File: config.mk
export PLATFORM = sky130hd
export DESIGN_NAME = stopwatch_ctrl
export DESIGN_NICKNAME = d
export VERILOG_FILES = /design/src/rtl/stopwatch_pkg.sv /design/src/rtl/btn_debounce.sv /design/src/rtl/stopwatch_ctrl.sv
export SDC_FILE = /design/constraint.sdc
export NUM_CORES = 1
export LEC_CHECK = 0
export CORE_MARGIN = 4
export CORE_UTILIZATION = 40
export CTS_CLUSTER_DIAMETER = 40
export CTS_CLUSTER_SIZE = 40
export DETAILED_ROUTE_END_ITERATION = 10
export GPL_TIMING_DRIVEN = 0
export PLACE_DENSITY = 0.63
export SYNTH_ARGS = -nofsm -noshare
export SYNTH_HDL_FRONTEND = slang
export SYNTH_SLANG_ARGS = --single-unit
File: constraint.sdc
create_clock -name clk -period 2.8 [get_ports clk]
set_input_delay 0.28 -clock clk [delete_from_list [all_inputs] [get_ports clk]]
set_output_delay 0.28 -clock clk [all_outputs]
set_load 0.005 [all_outputs]
File: src/rtl/stopwatch_pkg.sv
// Shared types and constants for the stopwatch controller.
// Latency: n/a (declarations only).
// Backpressure: n/a.
package stopwatch_pkg;

  typedef enum logic [1:0] {
    IDLE = 2'd0,
    RUN  = 2'd1,
    LAP  = 2'd2,
    STOP = 2'd3
  } sw_state_t;

  localparam int M_W    = 4;
  localparam int SS_W   = 6;
  localparam int D_W    = 4;

  localparam int M_MAX  = 9;
  localparam int SS_MAX = 59;
  localparam int D_MAX  = 9;

  // One displayed time value, minutes in the top bits.
  typedef struct packed {
    logic [M_W-1:0]  m;
    logic [SS_W-1:0] ss;
    logic [D_W-1:0]  d;
  } sw_time_t;

  // True when the datapath shows 9:59.9 and must not advance further.
  function automatic logic is_max(input sw_time_t t);
    return (t.m == M_W'(M_MAX)) && (t.ss == SS_W'(SS_MAX)) && (t.d == D_W'(D_MAX));
  endfunction

endpackage

File: src/rtl/btn_debounce.sv
// Button conditioner: 2-FF synchronizer, stability counter, rising-edge press pulse.
// Latency: press pulse 2 + DEB_CYCLES cycles after the raw edge.
// Backpressure: none; one registered single-cycle pulse per accepted press.
module btn_debounce #(
  parameter int DEB_CYCLES = 500_000
) (
  input  logic clk,
  input  logic clr_n,
  input  logic btn,
  output logic press
);

  localparam int CW = $clog2(DEB_CYCLES + 1);

  logic          sync1;
  logic          sync2;
  logic          lvl;
  logic [CW-1:0] cnt;

  // Bring the asynchronous button into the clock domain.
  always_ff @(posedge clk or negedge clr_n) begin
    if (!clr_n) begin
      sync1 <= 1'b0;
      sync2 <= 1'b0;
    end else begin
      sync1 <= btn;
      sync2 <= sync1;
    end
  end

  // Accept a new level after DEB_CYCLES consecutive differing samples; pulse on rising acceptance.
  always_ff @(posedge clk or negedge clr_n) begin
    if (!clr_n) begin
      lvl   <= 1'b0;
      cnt   <= '0;
      press <= 1'b0;
    end else if (sync2 == lvl) begin
      cnt   <= '0;
      press <= 1'b0;
    end else if (cnt == CW'(DEB_CYCLES - 1)) begin
      lvl   <= sync2;
      cnt   <= '0;
      press <= sync2;
    end else begin
      cnt   <= cnt + CW'(1);
      press <= 1'b0;
    end
  end

endmodule

File: src/rtl/stopwatch_ctrl.sv
// Stopwatch control: button debounce, decisecond prescaler, run/lap/stop FSM, display mux.
// Latency: state changes one cycle after a press event; cnt_en/cnt_clr are registered pulses.
// Backpressure: none; the datapath must act on every cnt_en/cnt_clr pulse it sees.
module stopwatch_ctrl
  import stopwatch_pkg::*;
#(
  parameter int TICK_DIV   = 10_000_000,
  parameter int DEB_CYCLES = 500_000
) (
  input  logic            clk,
  input  logic            clr_n,
  input  logic            btn_ss,
  input  logic            btn_lr,
  input  logic [M_W-1:0]  live_m,
  input  logic [SS_W-1:0] live_ss,
  input  logic [D_W-1:0]  live_d,
  output logic            cnt_en,
  output logic            cnt_clr,
  output logic [M_W-1:0]  disp_m,
  output logic [SS_W-1:0] disp_ss,
  output logic [D_W-1:0]  disp_d,
  output logic            running,
  output logic            ovf
);

  localparam int PW = (TICK_DIV > 1) ? $clog2(TICK_DIV) : 1;

  sw_state_t     state;
  sw_state_t     state_nx;
  sw_time_t      live;
  sw_time_t      lap;
  logic [PW-1:0] presc;
  logic          ev_ss;
  logic          ev_lr;
  logic          counting;
  logic          tick;
  logic          sat;
  logic          do_clr;
  logic          do_cap;

  btn_debounce #(.DEB_CYCLES(DEB_CYCLES)) u_deb_ss (
    .clk   (clk),
    .clr_n (clr_n),
    .btn   (btn_ss),
    .press (ev_ss)
  );

  btn_debounce #(.DEB_CYCLES(DEB_CYCLES)) u_deb_lr (
    .clk   (clk),
    .clr_n (clr_n),
    .btn   (btn_lr),
    .press (ev_lr)
  );

  assign live     = {live_m, live_ss, live_d};
  assign counting = (state == RUN) || (state == LAP);
  assign tick     = counting && (presc == PW'(TICK_DIV - 1));
  // The would-be advance past 9:59.9 is swallowed and turned into a stop.
  assign sat      = tick && is_max(live);
  assign running  = counting;

  // State register.
  always_ff @(posedge clk or negedge clr_n) begin
    if (!clr_n) begin
      state <= IDLE;
    end else begin
      state <= state_nx;
    end
  end

  // Next state plus clear/capture strobes; start/stop has priority over lap/reset, saturation over both.
  always_comb begin
    state_nx = state;
    do_clr   = 1'b0;
    do_cap   = 1'b0;
    case (state)
      IDLE: begin
        if (ev_ss) begin
          state_nx = RUN;
        end else if (ev_lr) begin
          do_clr = 1'b1;
        end
      end
      RUN: begin
        if (ev_ss) begin
          state_nx = STOP;
        end else if (ev_lr) begin
          state_nx = LAP;
          do_cap   = 1'b1;
        end
      end
      LAP: begin
        if (ev_ss) begin
          state_nx = STOP;
        end else if (ev_lr) begin
          state_nx = RUN;
        end
      end
      STOP: begin
        if (ev_ss) begin
          state_nx = RUN;
        end else if (ev_lr) begin
          state_nx = IDLE;
          do_clr   = 1'b1;
        end
      end
      default: state_nx = IDLE;
    endcase
    if (sat) begin
      state_nx = STOP;
      do_cap   = 1'b0;
    end
  end

  // Prescaler runs only while counting and holds while paused so no partial decisecond is lost.
  always_ff @(posedge clk or negedge clr_n) begin
    if (!clr_n) begin
      presc <= '0;
    end else if (do_clr) begin
      presc <= '0;
    end else if (counting) begin
      presc <= tick ? '0 : presc + PW'(1);
    end
  end

  // Registered datapath strobes and the sticky overflow flag.
  always_ff @(posedge clk or negedge clr_n) begin
    if (!clr_n) begin
      cnt_en  <= 1'b0;
      cnt_clr <= 1'b0;
      ovf     <= 1'b0;
    end else begin
      cnt_en  <= tick && !sat;
      cnt_clr <= do_clr;
      if (sat) begin
        ovf <= 1'b1;
      end else if (do_clr) begin
        ovf <= 1'b0;
      end
    end
  end

  // Lap register samples the live count on the edge that enters LAP.
  always_ff @(posedge clk or negedge clr_n) begin
    if (!clr_n) begin
      lap <= '0;
    end else if (do_cap) begin
      lap <= live;
    end
  end

  assign {disp_m, disp_ss, disp_d} = (state == LAP) ? lap : live;

endmodule

After elaboration in Yosys (flattened, before gate mapping). Index checks and enable logic that the tools add are counted.

Add/sub/neg operators: 3. Equal/unequal tests: 15. Bitwise logic cells: 2. Muxes and demuxes: 28. Reduce and logical (&&, ||, !) cells: 14.

Operators by type and width (count): 19-bit 2-to-1 mux (4); 24-bit 2-to-1 mux (3); 19-bit by 1-bit adder with 19-bit output, second input constant (2); 19-bit equality test, second input constant (2); 24-bit by 1-bit adder with 24-bit output, second input constant (1); 24-bit equality test, second input constant (1); 2-bit 2-to-1 mux (8); 14-bit 2-to-1 mux (1); 4-bit by 2-bit inequality test with 1-bit output, second input constant (3); 1-bit 2-to-1 mux (11); 4-bit equality test, second input constant (2); 2-bit one-hot mux with 4 select lines (1); 6-bit equality test, second input constant (1); 1-bit logical AND (5); 2-bit equality test, second input constant (2); 2-bit AND reduction (2); 4-bit AND reduction (1); 2-bit nonzero test (2); 3-bit by 2-bit inequality test with 1-bit output, second input constant (1); 1-bit equality test (2); 2-bit by 1-bit equality test with 1-bit output, second input constant (1); 2-bit zero test (1); 1-bit inverter (2); 2-bit OR reduction (1); 2 further kinds (2).

Input port bits: 18. Output and inout bits: 18. Register bits after elaboration: 89.

Longest topological paths before layout.
Depth in word-level cells: 6. Depth in mapped cells: 9. Gate-level depth less buffers: 7.

Modules after synthesis. From an unflattened synthesis, not the netlist that was laid out.

Cell total of the unflattened synthesis: 459. Area, all modules: 4759.6 um^2.

By module, submodules not included: stopwatch_ctrl (instances 1, area an instance 2522.4 um^2, cells each 239); btn_debounce (instances 2, area an instance 1118.6 um^2, cells each 110).

Worst setup path before layout. Ideal clock, no wire load.

Path kind: reg2reg. From: register presc[11]. To: register lap[0] (netlist bit). Setup time: 125 ps. Arrival: 2164 ps. Cell stages (with the launch flop): 8. Slack: 511 ps. Cells stage by stage: dfrtp_1 or4b_1 nor4_2 nand3_1 and3_1 buf_6 buf_6 mux2_4.

Longest elaborated chain between the ends: 4.

Ends and longest elaborated chain: start, declared (RTL line stopwatch_ctrl.sv:32) `logic [PW-1:0] presc;`; start signal, assigned (RTL line stopwatch_ctrl.sv:122) `presc <= tick ? '0 : presc + PW'(1);`; 24-bit equality test (RTL line stopwatch_ctrl.sv:57) `assign tick = counting && (presc == PW'(TICK_DIV - 1));`; 1-bit logical AND (RTL line stopwatch_ctrl.sv:57); 1-bit logical AND (RTL line stopwatch_ctrl.sv:59) `assign sat = tick && is_max(live);`; 1-bit 2-to-1 mux (RTL line stopwatch_ctrl.sv:109) `if (sat) begin`; end signal, assigned (RTL line stopwatch_ctrl.sv:148) `lap <= live;`; end, declared (RTL line stopwatch_ctrl.sv:31) `sw_time_t lap;`.

No other way between the ends. A chain may end at the register's enable or synchronous reset.

Worst setup path after layout.
From: register state[0]. To: output port disp_ss[2].

Longest elaborated chain between the ends: 2.

Ends and longest elaborated chain: start, declared (RTL line stopwatch_ctrl.sv:28) `sw_state_t state;`; start signal, assigned (RTL line stopwatch_ctrl.sv:67) `state <= state_nx;`; 2-bit equality test (RTL line stopwatch_ctrl.sv:152) `assign {disp_m, disp_ss, disp_d} = (state == LAP) ? lap : live;`; 14-bit 2-to-1 mux (RTL line stopwatch_ctrl.sv:152); end, declared (RTL line stopwatch_ctrl.sv:20) `output logic [SS_W-1:0] disp_ss,`.

No other way between the ends.

==> flow_summary.toml <==
[outcome]
outcome = "finished clean"

[global_route]
grt_max_degree = 49
grt_use_total = 0.150
grt_overflow_total = 0
grt_pass1_wl_um = 15900
antenna_found_initial = 0
grt_pass1_vias = 3383

[synthesis]
synthDistinctLibCells = 43
syn_inst = 441
ys_seq_elements = 89
yosys.area_share.simple = 0.220
synth-compound-area-share = 0.0695
syn_area_um2 = 4540
synth-xor-area-share = 0.0772
syn_area_per_cell_um2 = 10.3
synth_edf_count = 0
synth_ff_type = "dfrtp_1"
synth_top_family_by_area = "simple AND/OR/NAND/NOR gates"
ys_seq_area_frac = 0.491
async_flop_share = 1.00
synth-adder-area-share = 0.0221
synth_warnings = 0
synth_mux_area_frac = 0.0962
synth_nets = 467

[sta]
hold_viol = 0
setup_viol = 0
clock.fmax_mhz = 379
finalMaxSlewViolations = 0
relSlewSlack = 0.573
tns_ps = 0
skew_ps = 5.78
rsz0062_at_grt = "false"
fin_crit_ps = 2640
worstMarginPinSlew_ps = 638
period_share = 0.942
worst_slack_ps = 164

[final_layout]
final_common_cell = "dfrtp_1"
fin_area_um2 = 5390
drive_above_1_share = 0.103
post-route-util = 0.491
area_growth_pct = 18.7
most-common-layout-cells = "dfrtp_1, nor2_1, nand3_1"
num_antenna_cells = 0
nets = 514
fillers = 1012

[routing]
drt_iter0_drc = 269
finalWirelength_um = 9100
final_antenna_net_count = 0
dr.pass1.iters = 4
drc_errors = 0
vias = 3339
wl_per_cell_um = 14.4
viasPerCell = 5.27

[worst_setup_path]
end_kind = "output port"
path_max_fanout = 10
crit_required_ps = 2520
cp.arrival_ps = 2360
startpoint_type = "flop"
worstSetupPathType = "flop to output port"

[die]
num_rows = 38
ioPinCount = 36
die_h_um = 115
dieArea_um2 = 13100
core_um2 = 11000
die_x_um = 115
initial_core_util = 0.413

[placed_design]
preCtsSetupSlack_ps = -108
hpwl_um = 6440
gp_congestion = 0.810
portBuffers = 35
dpl_cell_area_um2 = 5090

[clock_network]
cts_root_buf = "clkbuf_16"
clock_latency_ps = 340
clk_pin_slew_worst_paths_ps = 60
cts_tree = "done"
cts.sinks = 89
cts_made_buffers = 9
htreeDepth = 3
clockBufferDepth = 2
cts_setup_buffers = 0

[power_and_ir_drop]
peakVddDrop_v = 0.000316
pwr_density_cell_nw_per_um2 = 484
p_leak_nw = 2.30

[run]
drv_cap = 0

[worst_hold_path]
hold_path_class = "flop to flop"
[flip-flops by register name, indices dropped and copies added, names as in the netlist]
signal and count:
cnt_en 1, u_deb_ss.sync1 1, u_deb_lr.sync2 1, state 2
u_deb_ss.sync2 1, presc 24, u_deb_lr.lvl 1, ovf 1
u_deb_lr.cnt 19, u_deb_ss.cnt 19, u_deb_lr.sync1 1, lap 14
u_deb_lr.press 1, cnt_clr 1, u_deb_ss.lvl 1, u_deb_ss.press 1
[cell usage after synthesis, types with 3 or more instances]
library cell   n  area [µm²]
dfrtp_1       89        2230
nor2_1        57         214
nand3_1       35         175
nand2_1       29         109
xnor2_1       25         219
mux2_2        17         191
and3_1        15        93.8
clkbuf_1      15        56.3
xor2_1        15         131
a21oi_1       14        70.1
a31oi_1       13        81.3
mux2_4        10         150
nor3_1        10        50.1
and4_1         8        70.1
ha_1           8         100
inv_1          8        30.0
nand2b_1       7        43.8
nand4_1        7        43.8
o21ai_0        7        35.0
a22o_1         5        43.8
mux2i_1        5        50.1
mux2_1         4        45.0
or2_2          4        25.0
a41oi_1        3        26.3
nor4_1         3        18.8
or3_1          3        18.8
or4bb_1        3        33.8
[stage by stage]
step	power, mW	hold slack [ps]	cells
after floorplan	1.36	-15.6	441
after global placement	1.44	336	616
after detailed placement	1.45	318	617
after CTS	2.65	352	634
after global routing	2.72	359	633
final	2.61	349	633
[cell type report]
| type | count | area (µm²) | area share |
|---|---|---|---|
| flip-flops and latches | 89 | 2230 | 0.413 |
| well taps | 140 | 175 | 0.0325 |
| repair buffers | 37 | 385 | 0.0715 |
| inverters | 8 | 30.0 | 0.00557 |
| clock inverters | 3 | 40.0 | 0.00743 |
| multi-input cells | 326 | 2200 | 0.408 |
| clock buffers | 13 | 250 | 0.0464 |
| plain buffers | 17 | 82.6 | 0.0153 |
[critical path, stage by stage, from the launching register on]
cell and delay (ps):
dfrtp_1 410, inv_1 140, ha_1 340, clkbuf_4 300, mux2_2 360, clkdlybuf4s50_1 460
[repair_timing]
item                       4_1_cts  5_1_grt
setup endpoints to repair       10       10
hold endpoints to repair        41        0
gates resized for setup          2        0
hold buffers                     1        0
[metal layers]
metal,track usage,vias up,part of all wire
met5,0,-,0
met4,0.0538,0,0.012
met3,0.0375,10,0.041
met2,0.240,49,0.48
met1,0.198,1626,0.47
li1,-,1654,-
[worst paths after layout]
| check | end | depth (start not counted) | from | slack [ps] |
|---|---|---|---|---|
| max reg2reg | lap[1]$_DFFE_PN0P_ | 7 | presc[11]$_DFFE_PN0P_ | 230 |
| min | u_deb_lr.sync2$_DFF_PN0_ | 0 | u_deb_lr.sync1$_DFF_PN0_ | 350 |
| min reg2reg | u_deb_lr.sync2$_DFF_PN0_ | 0 | u_deb_lr.sync1$_DFF_PN0_ | 350 |
| min in group asynchronous | u_deb_ss.cnt[12]$_DFF_PN0_ | 2 | clr_n | 470 |
| max | disp_ss[2] | 5 | state[0]$_DFFE_PN0P_ | 160 |
| max in group asynchronous | u_deb_ss.cnt[5]$_DFF_PN0_ | 3 | clr_n | 1710 |
[cell families after synthesis]
family	Yosys count
AND/OR/NAND/NOR	192
XOR/XNOR	40
buffers and inverters	26
flip-flops	89
AO/OA/AOI/OAI	50
multiplexers	36
adder cells (fa/ha/maj)	8
[power breakdown]
part | total (mW) | leakage, nW | switching (mW) | internal (mW)
clock | 1.19 | 0.144 | 0.473 | 0.714
combinational | 0.120 | 0.937 | 0.0582 | 0.0613
sequential | 1.30 | 1.21 | 0.00844 | 1.30
No activity file was read; power rests on OpenSTA's default activity.
